[src/rtl/ped_crossing_ctrl.sv]
// Self-timed pedestrian crossing: request latch, grant handshake with the master,
// timed WALK, then flashing-hand CLEAR with a two-digit seven-segment countdown.

module seven_segment (
    input  logic [3:0] i_bin,
    output logic [6:0] o_seg
);
    // Segments {g,f,e,d,c,b,a}, active high
    always_comb begin
        case (i_bin)
            4'd0:    o_seg = 7'b0111111;
            4'd1:    o_seg = 7'b0000110;
            4'd2:    o_seg = 7'b1011011;
            4'd3:    o_seg = 7'b1001111;
            4'd4:    o_seg = 7'b1100110;
            4'd5:    o_seg = 7'b1101101;
            4'd6:    o_seg = 7'b1111101;
            4'd7:    o_seg = 7'b0000111;
            4'd8:    o_seg = 7'b1111111;
            4'd9:    o_seg = 7'b1101111;
            default: o_seg = 7'b0000000;
        endcase
    end
endmodule

module ped_crossing_ctrl #(
    parameter int TICK_DIV  = 50000000,
    parameter int WALK_SEC  = 7,
    parameter int CLEAR_SEC = 20
) (
    input  logic       clk,
    input  logic       reset_n,
    input  logic       ped_request,
    input  logic       ped_enable,
    output logic       walk_active,
    output logic       ped_done,
    output logic       req_pending,
    output logic       hand_light,
    output logic       walk_light,
    output logic [6:0] tens_digit,
    output logic [6:0] ones_digit
);
    localparam int PW = (TICK_DIV > 1) ? $clog2(TICK_DIV) : 1;

    typedef enum logic [1:0] {
        S_IDLE,
        S_WAIT,
        S_WALK,
        S_CLEAR
    } state_t;

    state_t        r_state, w_next;
    logic [1:0]    r_rst_sync;
    logic          w_rst_n;
    logic [PW-1:0] r_presc;
    logic [6:0]    r_sec;
    logic          r_req;
    logic          w_tick, w_last, w_timed, w_load_walk, w_load_clear;
    logic [3:0]    w_tens_bin, w_ones_bin;
    logic [6:0]    w_tens_seg, w_ones_seg;
    logic          r_walk_active, r_ped_done, r_hand, r_walk;
    logic [6:0]    r_tens, r_ones;

    // Reset asserts immediately, releases two clk edges after reset_n rises
    always_ff @(posedge clk or negedge reset_n) begin
        if (!reset_n) r_rst_sync <= 2'b00;
        else          r_rst_sync <= {r_rst_sync[0], 1'b1};
    end
    assign w_rst_n = r_rst_sync[1];

    assign w_tick  = (r_presc == PW'(TICK_DIV - 1));
    assign w_last  = w_tick && (r_sec == 7'd1);
    assign w_timed = (r_state == S_WALK) || (r_state == S_CLEAR);

    always_comb begin
        w_next       = r_state;
        w_load_walk  = 1'b0;
        w_load_clear = 1'b0;
        case (r_state)
            S_IDLE:  if (r_req || ped_request) w_next = S_WAIT;
            S_WAIT: begin
                if (ped_enable) begin
                    w_next      = S_WALK;
                    w_load_walk = 1'b1;
                end
            end
            // A revoked grant cuts WALK short; CLEAR always runs its full length
            S_WALK: begin
                if (!ped_enable || w_last) begin
                    w_next       = S_CLEAR;
                    w_load_clear = 1'b1;
                end
            end
            S_CLEAR: if (w_last) w_next = S_IDLE;
            default: w_next = S_IDLE;
        endcase
    end

    always_ff @(posedge clk or negedge w_rst_n) begin
        if (!w_rst_n) r_state <= S_IDLE;
        else          r_state <= w_next;
    end

    always_ff @(posedge clk or negedge w_rst_n) begin
        if (!w_rst_n) begin
            r_presc <= '0;
            r_sec   <= 7'd0;
        end else if (w_load_walk) begin
            r_presc <= '0;
            r_sec   <= 7'(WALK_SEC);
        end else if (w_load_clear) begin
            r_presc <= '0;
            r_sec   <= 7'(CLEAR_SEC);
        end else begin
            r_presc <= w_tick ? '0 : r_presc + PW'(1);
            if (w_timed && w_tick && (r_sec > 7'd1)) r_sec <= r_sec - 7'd1;
        end
    end

    // Taking the grant absorbs any press arriving on the same cycle
    always_ff @(posedge clk or negedge w_rst_n) begin
        if (!w_rst_n)                             r_req <= 1'b0;
        else if ((r_state == S_WAIT) && ped_enable) r_req <= 1'b0;
        else if (ped_request)                     r_req <= 1'b1;
    end

    assign w_tens_bin = 4'(r_sec / 7'd10);
    assign w_ones_bin = 4'(r_sec % 7'd10);

    seven_segment u_tens_dec (.i_bin(w_tens_bin), .o_seg(w_tens_seg));
    seven_segment u_ones_dec (.i_bin(w_ones_bin), .o_seg(w_ones_seg));

    // Heads and display are registered off the current state; ped_done marks the
    // first IDLE cycle after an active crossing
    always_ff @(posedge clk or negedge w_rst_n) begin
        if (!w_rst_n) begin
            r_walk_active <= 1'b0;
            r_ped_done    <= 1'b0;
            r_hand        <= 1'b1;
            r_walk        <= 1'b0;
            r_tens        <= 7'd0;
            r_ones        <= 7'd0;
        end else begin
            r_walk_active <= w_timed;
            r_ped_done    <= (r_state == S_IDLE) && r_walk_active;
            r_walk        <= (r_state == S_WALK);
            r_tens        <= 7'd0;
            r_ones        <= 7'd0;
            r_hand        <= (r_state != S_WALK);
            if (r_state == S_CLEAR) begin
                r_hand <= (r_presc < PW'(TICK_DIV / 2));
                r_ones <= w_ones_seg;
                if (r_sec >= 7'd10) r_tens <= w_tens_seg;
            end
        end
    end

    assign walk_active = r_walk_active;
    assign ped_done    = r_ped_done;
    assign req_pending = r_req;
    assign hand_light  = r_hand;
    assign walk_light  = r_walk;
    assign tens_digit  = r_tens;
    assign ones_digit  = r_ones;
endmodule

[config.mk]
export PLATFORM = sky130hd
export DESIGN_NAME = ped_crossing_ctrl
export DESIGN_NICKNAME = d
export VERILOG_FILES = /design/src/rtl/ped_crossing_ctrl.sv
export SDC_FILE = /design/constraint.sdc
export NUM_CORES = 1
export LEC_CHECK = 0
export BUFFER_PORTS_ARGS = -buffer_cell sky130_fd_sc_hd__buf_2
export CAP_MARGIN = 15
export CORE_MARGIN = 5
export CORE_UTILIZATION = 31
export CTS_CLUSTER_SIZE = 28
export DETAILED_ROUTE_END_ITERATION = 8
export GPL_TIMING_DRIVEN = 0
export PLACE_DENSITY = 0.57
export RECOVER_POWER = 25
export SLEW_MARGIN = 25
export SYNTH_ARGS = -nofsm -noshare
export SYNTH_HDL_FRONTEND = slang
export SYNTH_HIERARCHICAL = 1
export SYNTH_SLANG_ARGS = --single-unit
[constraint.sdc]
create_clock -name clk -period 2 [get_ports clk]
set_clock_uncertainty 0.2 [all_clocks]
set_input_delay 0.2 -clock clk [delete_from_list [all_inputs] [get_ports clk]]
set_output_delay 0.2 -clock clk [all_outputs]
set_load 0.01 [all_outputs]
**Word level (Yosys, flattened, before mapping)**

Memory sizes are Yosys's and may differ from the RTL's.
Cells that the tools add are included.

- $add $sub $neg: 2
- $mul: 0
- Div/mod/pow operators: 2
- $lt $le $gt $ge: 3
- Equality and inequality tests: 10
- Shift-type cells: 0
- Mux-type cells: 21
- Bitwise gates (word level): 0
- Reduce and logical (&&, ||, !) cells: 13

Operator list:

| cell | number |
|---|---|
| $mux 26 | 3 |
| $mux 7 | 6 |
| $add 26x1->26 const B | 1 |
| $eq 26x26->1 const B | 1 |
| $lt 26x25->1 const B | 1 |
| $ne 2x2->1 const B | 5 |
| $mux 2 | 4 |
| $pmux 2 s4 | 1 |
| $div 7x4->7 const B | 1 |
| $eq 7x1->1 const B | 1 |
| $ge 7x4->1 const B | 1 |
| $gt 7x1->1 const B | 1 |
| $mod 7x4->7 const B | 1 |
| $mux 1 | 7 |
| $sub 7x1->7 const B | 1 |
| $logic_and 1x1->1 | 5 |
| $eq 2x2->1 const B | 2 |
| $reduce_and 4->1 | 1 |
| $logic_or 1x1->1 | 3 |
| $reduce_bool 3->1 | 1 |
| $eq 2x1->1 const B | 1 |
| $logic_not 2->1 | 1 |
| $reduce_bool 2->1 | 1 |
| $logic_not 1->1 | 1 |

- Bits in registers: 56
- Latch bits: 0
- Bits in writable memories: 0
- Bits in read-only memories: 224
- Input port bits: 4
- Word-level logic and storage cells: 64
- Memories: 2

Memories:

| memory | depth | bits a word | read ports | clocked after Yosys merged registers in | write ports | RTL line | text |
|---|---|---|---|---|---|---|---|
| (no name shown) | 16 | 7 | 1 | 0 | 0 | 10 | `case (i_bin)` |
| (no name shown) | 16 | 7 | 1 | 0 | 0 | 10 |  |

**Logic depth before layout (Yosys ltp)**

Gate-level depths: netlist (run 1).

- Depth after elaboration: 7
- Depth in mapped cells: 18

**Modules after synthesis**

Netlist (run 1), hierarchy kept.

Modules (own cells, without submodules):

| module | instances | cells an instance | area an instance (um2) | sequential area each (um2) |
|---|---|---|---|---|
| ped_crossing_ctrl | 1 | 349 | 3,245.6 | 1,402.6 |
| seven_segment | 2 | 28 | 219.0 | 0.0 |

**Worst setup path after synthesis (run 1)**

No wires, ideal clock.

- Path type: flip-flop to flip-flop
- Start: reg r_sec[2]
- End: reg r_ones[5] (netlist: ones_digit[5])
- Setup time: 0.119 ns
- Arrival time: 4.246 ns
- Data required time: 1.681 ns
- Setup slack: -2.565 ns
- Cell stages (with the launch flop): 18
- Path buffers: 3
- Path through: dfrtp_1 -> buf_2 -> buf_2 -> mux2i_1 -> and2_0 -> o32ai_1 -> xnor2_1 -> ha_1 -> clkbuf_1 -> o22ai_1 -> o311a_1 -> a311o_1 -> xnor2_1 -> inv_2 -> ha_1 -> mux2i_1 -> o22ai_1 -> and2_1

- Longest elaborated chain between the ends: 3

RTL lines:

| element | RTL line | text |
|---|---|---|
| start, declared | 56 | `logic [6:0] r_sec;` |
| start signal, assigned | 110 | `r_sec <= 7'(WALK_SEC);` |
| start signal, assigned | 113 | `r_sec <= 7'(CLEAR_SEC);` |
| start signal, assigned | 116 | `if (w_timed && w_tick && (r_sec > 7'd1)) r_sec <= r_sec - 7'd1;` |
| $mod 7x4->7 | 128 | `assign w_ones_bin = 4'(r_sec % 7'd10);` |
| named net w_ones_bin[1] | 59 | `logic [3:0] w_tens_bin, w_ones_bin;` |
| $mem_v2 16x7 | - |  |
| named net w_ones_seg[5] | 60 | `logic [6:0] w_tens_seg, w_ones_seg;` |
| $mux 7 | 150 | `if (r_state == S_CLEAR) begin` |
| end signal, assigned | 152 | `r_ones <= w_ones_seg;` |
| end, declared | 62 | `logic [6:0] r_tens, r_ones;` |

The timed path passes the listed nets, and every way through them passes these cells.
A chain may end at the register's enable or synchronous reset.

**Final worst setup path (run 1)**

- Start: reg r_sec[5]
- End: reg r_ones[3] (netlist: ones_digit[3])

The elaborated chain is that of the path after synthesis.

==> results of run 1 <==
[kinds of logic (layout without fill, tap and decap cells)]
| family | after synthesis | count (layout) | share of synthesized area, % |
|---|---|---|---|
| other cells | 1 | 1 | 0.102 |
| simple gates | 165 | 165 | 25.6 |
| compound gates | 80 | 80 | 14.3 |
| fa+ha+maj | 22 | 22 | 7.47 |
| mux | 5 | 5 | 1.43 |
| flops | 56 | 56 | 38.1 |
| xor+xnor | 31 | 31 | 7.37 |
| buf+inv | 45 | 119 | 5.64 |
[per-layer routing]
metal  part of all wire, %  GRT usage, %  up-vias
met5                     0             0        -
met2                    52          21.6       60
li1                      -             -     1581
met4                   1.1          3.11        0
met1                    44          15.6     1579
met3                   3.6          2.27       10
[what timing repair did]
item	in CTS	in global routing
hold endpoints to repair	9	0
setup endpoints to repair	50	50
hold buffers	3	0
setup buffers	25	18
pin swaps	17	22
cloned	1	1
resized for setup	46	48
[sequential cells by signal (all words and copies together), names as in the netlist]
name	count
req_pending	1
r_rst_sync	2
walk_light	1
hand_light	1
ped_done	1
r_sec	7
tens_digit	7
r_presc	26
ones_digit	7
r_state	2
walk_active	1
[metrics by stage]
step | setup TNS (ns) | cell area (um^2) | utilization [%]
2_1_floorplan | -24.53 | 3840 | -
3_3_place_gp | -72.03 | 4130 | 35.8
3_5_place_dp | -42.13 | 4160 | 36.2
4_1_cts | -29.39 | 4780 | 41.5
5_1_grt | -36.30 | 5060 | 43.9
6_report | -31.34 | 5060 | 43.9
[placed cells by master, fill, tap and decap left out, types with 4 or more instances in the layout]
master | netlist | layout
inv_2 | 2 | 6
nand4_1 | 12 | 12
o21ai_0 | 18 | 12
and2_1 | 17 | 18
a21oi_2 | 0 | 5
or2_2 | 6 | 6
a31oi_1 | 5 | 4
clkbuf_16 | 0 | 6
nor3_1 | 11 | 8
inv_1 | 19 | 13
and3_1 | 5 | 5
a21oi_1 | 15 | 10
dfrtp_2 | 0 | 9
o21ai_1 | 0 | 5
nand3_1 | 16 | 15
dfrtp_1 | 55 | 45
ha_4 | 0 | 11
nor2_1 | 42 | 40
clkbuf_1 | 10 | 7
nand2_1 | 16 | 16
ha_1 | 22 | 9
o22ai_1 | 12 | 9
buf_2 | 6 | 23
buf_4 | 0 | 33
xor2_1 | 16 | 16
nand2b_1 | 6 | 6
xnor2_1 | 15 | 12
buf_6 | 4 | 14
[path summary, 6_finish.rpt]
kind / to / slack, ns / cells past startpoint
max: ones_digit[3] / -1.81 / 17
min: r_rst_sync[1] / 0.02 / 2
max reg2reg: ones_digit[3] / -1.81 / 17
min reg2reg: r_rst_sync[1] / 0.16 / 0
max in group asynchronous: r_sec[3] / 0.33 / 1
min in group clk: req_pending / 0.11 / 3
[layout make-up]
cell class                 count  area, um^2
inverter                      22        93.8
clock buffer                   7         133
buffer                        20         184
clock inverter                 1        30.0
sequential                    56        1420
multi-input combinational    304        2510
timing repair buffer          69         509
fill                        1081        6460
tap                          143         179
[power groups by stage]
stage / registers, uW / clock network (uW) / logic (uW)
6_report: 1510 / 977 / 2960
5_1_grt: 1540 / 1070 / 3300
4_1_cts: 1510 / 1010 / 2690
3_5_place_dp: 1560 / 0 / 2240
3_3_place_gp: 1570 / 0 / 2180
2_1_floorplan: 1620 / 0 / 1620
[synth_stat cells, drive strengths merged (5+ instances only)]
| master | instances |
|---|---|
| inv | 21 |
| and3 | 5 |
| nor2 | 42 |
| clkbuf | 11 |
| a31oi | 5 |
| o22ai | 12 |
| o21ai | 18 |
| nand3 | 17 |
| and2 | 18 |
| dfrtp | 55 |
| or2 | 6 |
| nand4 | 12 |
| nor3 | 11 |
| xnor2 | 15 |
| buf | 12 |
| a21oi | 15 |
| xor2 | 16 |
| nand2b | 8 |
| nand2 | 16 |
| ha | 22 |
==> metrics.md, run 1 <==
| Metric | Value |
|---|---|
| FF+latch count, synth | 56 |
| Fin crit share | 190% |
| # setup viols final | 48 |
| DRT Pass-1 Iters | 4 |
| Critical path capture point type | flop |
| R2r startpoint | r_sec[5] |
| Setup WS post-layout | -1.81 ns |
| First-pass GRT wire length | 14900 um |
| # diodes | 0 |
| Kind of cell adding the most delay to the critical path | compound AO/OA/AOI/OAI gates |
| Relative slew margins | 20.0% |
| Clock power frac | 18.0% |
| Power share of the combinational group | 54.3% |
| Commonest register cell after synthesis | dfrtp_1 |
| CP Max Fanout | 9 |
| Status | finished with violations |
| Port bufs | 22 |
| Maximum clock path buffer count | 2 |
| Vias in the first global route | 3180 |
| Slowest-stage cell, CP | or4bb_1 |
| Clock Pin Slew Worst Setup and Hold Paths | 0.07 ns |
| Fin crit period | 3.81 ns |
| Post-DR wirelength/cell | 14.3 um |
| Initial antenna violation count | 0 |
| Layout cell share with drive strength beyond 1 | 35.7% |
| # H-tree levels | 2 |
| Post-synth cell types | 67 |
| Sw Ratio | 37.6% |
| Cell Count, Final, Fillers Out | 622 |
| Gr ovfl total | 0 |
| Worst setup path start | r_sec[5] |
| Worst path bufs/invs | 2 |
| Switching pwr | 2050 uW |
| CP Cell Sequence | clkbuf_2, or4bb_1, o21ai_2, o32ai_4, xnor2_2, ha_2, a21boi_4, o32ai_2, o31a_1, a311o_2, xnor2_4, inv_4, ha_4, nor2_4, a21oi_2, o22ai_1, and2_1 |
| Slew Limit Fails | 0 |
| Starting density of the core | 32.0% |
| Leading area contributor after synthesis | dfrtp_1 |
| IR drop worst, VDD | 0.592 mV |
| Hold Crit Class | primary input to async pin |
| Power share of the sequential group | 27.7% |
| WS Path Type | flop to flop |
| CTS sink count | 56 |
| HPWL Detailed | 5880 um |
| Async SR Flop Fraction | 100% |
| Int Pwr | 3390 uW |
| Fin Hold WS | 0.0188 ns |
| PwrDens | 1080 nW/um^2 |
| Post-Synthesis Cells | 405 |
| Worst skew pair latency | 0.29 ns |
| Largest net degree at the start of global routing | 49 |
| Startpoint Class | flop |
| Final wirelength | 8880 um |
| TritonCTS clock tree | yes |
| CORE AREA | 11500 um^2 |
| Die Ht | 119 um |
| Root buffer cell | clkbuf_16 |
| Worst EP required | 2.02 ns |
| Nets | 504 |
| Mapped Area | 3680 um^2 |
| Die area | 14200 um^2 |
| Area grow syn2layout | 37.3% |
| Num rows | 39 |
| DRC | 0 |
| Pre-CTS WS | -2.42 ns |
| Ys Warns | 6 |
| Top cell type's share of synthesized area | 37.4% |
| RSZ-0062 raised after global routing | yes |
| # IOs | 23 |
| Total power | 5440 uW |
| Die W | 119 um |
| EDFF count, synth | 0 |
| Hold Vio Cnt, Final | 0 |
| ANT nets after route | 0 |
| Worst-Margin Slew | 1.20 ns |
| Seq/Total Area, Yosys | 38.1% |
| Detailed Route Iter0 Violations | 221 |
| Failing checks | negative setup slack |
| Synth top area cells | dfrtp_1 37%, ha_1 7.5%, nor2_1 4.3%, xor2_1 3.8%, xnor2_1 3.6% |
| Max-cap viol count | 0 |
| Synth Net Count | 431 |
| CP peak stage delay | 0.44 ns |
| Crit path DAT | 3.83 ns |
| Leakage | 0.00217 uW |
| Syn_area_per_cell | 9.10 um^2 |
| Total CTS buffers | 5 |
| Routed via count | 3230 |
| Placer's final routability congestion estimate | 0.826 |
| Post-Place Cells | 571 |
| Global-route usage over all layers | 12.3% |
| Fmax | 263 MHz |
| Via density | 5.19 |
Power figures use the tool's default switching activity.
==> run 2: changes to the inputs <==
Settings changed: CORE_ASPECT_RATIO set to 1.75.
==> run 2 against run 1 <==
The run still ends with negative setup slack left. Design area rose by 3.0%. Die area rose by 0.61%. Utilization increased by 0.80 points. Sequential share of layout area down 0.95 points. Register-to-register slack barely moved. Worst setup slack got worse by 0.0035 ns. Combinational power increased by 9.1%. Critical path depth fell by 1. Via count grew 0.80%. Critical path type unchanged. Largest power group unchanged.
==> metrics.md, run 2 (synthesized netlist as in run 1, its figures left out) <==
| Metric | Value |
|---|---|
| Max-cap viol count | 0 (unchanged) |
| Cells on worst reg2reg path | 16 (was 17) |
| Via density | 5.26 (was 5.19) |
| RSZ-0062 raised after global routing | yes (unchanged) |
| Maximum clock path buffer count | 2 (unchanged) |
| PwrDens | 1110 nW/um^2 (was 1080 nW/um^2) |
| Detailed Route Iter0 Violations | 110 (was 221) |
| Flop2flop setup slack | -1.81 ns (about the same) |
| Total power | 5760 uW (was 5440 uW) |
| Worst skew pair latency | 0.30 ns (was 0.29 ns) |
| Port bufs | 22 (unchanged) |
| Area grow syn2layout | 41.3% (was 37.3%) |
| Max reg flops | 26 (unchanged) |
| IR drop worst, VDD | 0.617 mV (was 0.592 mV) |
| First-pass GRT wire length | 15900 um (was 14900 um) |
| Slew Limit Fails | 0 (unchanged) |
| # H-tree levels | 2 (unchanged) |
| DRT Pass-1 Iters | 4 (unchanged) |
| DRC | 0 (unchanged) |
| R2r startpoint | r_sec[3] (was r_sec[5]) |
| Critical path capture point type | flop (unchanged) |
| Most frequent cells in the layout | 49 x dfrtp_1, 40 x buf_4, 21 x buf_2, 18 x and2_1 (was 45 x dfrtp_1, 40 x nor2_1, 33 x buf_4, 23 x buf_2, 18 x and2_1) |
| Post-DR wirelength/cell | 15.6 um (was 14.3 um) |
| Fin crit period | 3.81 ns (about the same) |
| HPWL Detailed | 6630 um (was 5880 um) |
| Worst EP required | 1.99 ns (was 2.02 ns) |
| WS Path Type | flop to flop (unchanged) |
| Fin crit share | 190% (about the same) |
| Worst-Margin Slew | 0.876 ns (was 1.20 ns) |
| CTS sink count | 56 (unchanged) |
| # setup viols final | 49 (was 48) |
| Pre-CTS WS | -2.46 ns (was -2.42 ns) |
| Vias in the first global route | 3339 (was 3180) |
| Failing checks | negative setup slack (unchanged) |
| Num rows | 52 (was 39) |
| Reg with most FFs | r_presc (unchanged) |
| Setup WS post-layout | -1.81 ns (about the same) |
| Layout cell share with drive strength beyond 1 | 40.9% (was 35.7%) |
| Leakage | 0.00219 uW (was 0.00217 uW) |
| Crit path DAT | 3.79 ns (was 3.83 ns) |
| Post-Place Cells | 563 (was 571) |
| Startpoint Class | flop (unchanged) |
| Commonest non-fill, non-tap cell in the layout | dfrtp_1 (unchanged) |
| Fin Setup TNS | -35.07 ns (was -31.34 ns) |
| Hold Vio Cnt, Final | 0 (unchanged) |
| Hold Crit Class | primary input to async pin (unchanged) |
| Die W | 92.4 um (was 119 um) |
| Fill count | 1063 (was 1081) |
| Worst reg2reg endpoint | ones_digit[5] (was ones_digit[3]) |
| # diodes | 0 (unchanged) |
| TritonCTS clock tree | yes (unchanged) |
| Root buffer cell | clkbuf_16 (unchanged) |
| Relative slew margins | 41.6% (was 20.0%) |
| Die area | 14200 um^2 (about the same) |
| Die Ht | 154 um (was 119 um) |
| Initial antenna violation count | 0 (unchanged) |
| Global-route usage over all layers | 13.9% (was 12.3%) |
| Fmax | 262 MHz (was 263 MHz) |
| # IOs | 23 (unchanged) |
| Status | finished with violations (unchanged) |
| CP Max Fanout | 5 (was 9) |
| Total CTS buffers | 5 (unchanged) |
| Gr ovfl total | 0 (unchanged) |
| Starting density of the core | 31.6% (was 32.0%) |
| Placer's final routability congestion estimate | 0.914 (was 0.826) |
| Final wirelength | 9630 um (was 8880 um) |
| Cell Count, Final, Fillers Out | 619 (was 622) |
| Nets | 509 (was 504) |
| CORE AREA | 11600 um^2 (was 11500 um^2) |
| ANT nets after route | 0 (unchanged) |
| Routed via count | 3256 (was 3230) |
| Largest net degree at the start of global routing | 35 (was 49) |
| Clock Pin Slew Worst Setup and Hold Paths | 0.07 ns (about the same) |
==> run 2: changes by cell type in the layout (fill, tap and decap cells not counted), moves of 4 or more <==
cell / change
nor2_1: -24
nor2_4: +8
dfrtp_1: +4
nor3_2: +4
nor2_2: +16
buf_4: +7
==> run 2: repair_timing <==
action,in CTS,in global routing
endpoints found under the hold margin,3,0
setup buffers,37,14
cloned,2,0
gates resized for setup,94,40
setup endpoints to repair,50,50
pin swaps,47,21
hold buffers,2,0
==> run 2: worst max-delay path, cell delays in order, from the launching register on <==
cell and delay (ns):
dfrtp_1 0.42, buf_6 0.14, mux2i_1 0.10, and2_1 0.18, o32ai_4 0.37, xnor2_2 0.18, ha_4 0.20, a21boi_4 0.20
nor2b_1 0.07, o311a_1 0.31, a311o_2 0.45, xnor2_4 0.20, inv_4 0.09, ha_4 0.16, mux2i_1 0.15, o22ai_1 0.11
and2_1 0.16
==> run 2: per-stage QoR <==
stage          hold slack [ns]  cell area, um^2  utilization (%)
6_report               0.00699             5210             44.7
3_5_place_dp            -0.213             4150             35.6
2_1_floorplan           -0.296             3840                -
3_3_place_gp            -0.215             4120             35.4
4_1_cts                0.00463             4980             42.7
5_1_grt                 0.0139             5210             44.7
==> run 2: layer usage <==
metal  track usage, %  wire (um)  up-vias
met5                0          0        -
met4             8.50        499        0
met3             1.80        217       31
met2             27.0       5600       66
met1             13.3       3310     1572
li1                 -          -     1587
==> run 2: layout make-up <==
class,instances,area [um^2],share of cell area (%)
Multi-Input combinational cell,304,2620,50.2
Sequential cell,56,1410,27.1
Timing Repair Buffer,75,573,11.0
Buffer,19,179,3.44
Tap cell,135,169,3.24
Clock buffer,6,129,2.48
Inverter,22,96.3,1.85
Clock inverter,2,35.0,0.673
==> run 2: worst max path at each step <==
stage | from | endpoint | slack (ns) | cells past startpoint
after floorplan | r_sec[2] | ones_digit[0] | -1.89 | 17
after global placement | r_sec[6] | ones_digit[5] | -2.42 | 16
after detailed placement | r_sec[6] | ones_digit[5] | -2.46 | 16
after CTS | r_sec[2] | ones_digit[5] | -1.81 | 16
after global routing | r_sec[5] | ones_digit[5] | -1.95 | 16
final | r_sec[3] | ones_digit[5] | -1.81 | 16
==> run 2: where the power goes <==
part / switching, uW / leakage (uW) / internal, uW
sequential: 167 / 0.000730 / 1380
clock: 400 / 0.0000808 / 590
combinational: 1660 / 0.00138 / 1570
total: 2230 / 0.00219 / 3530
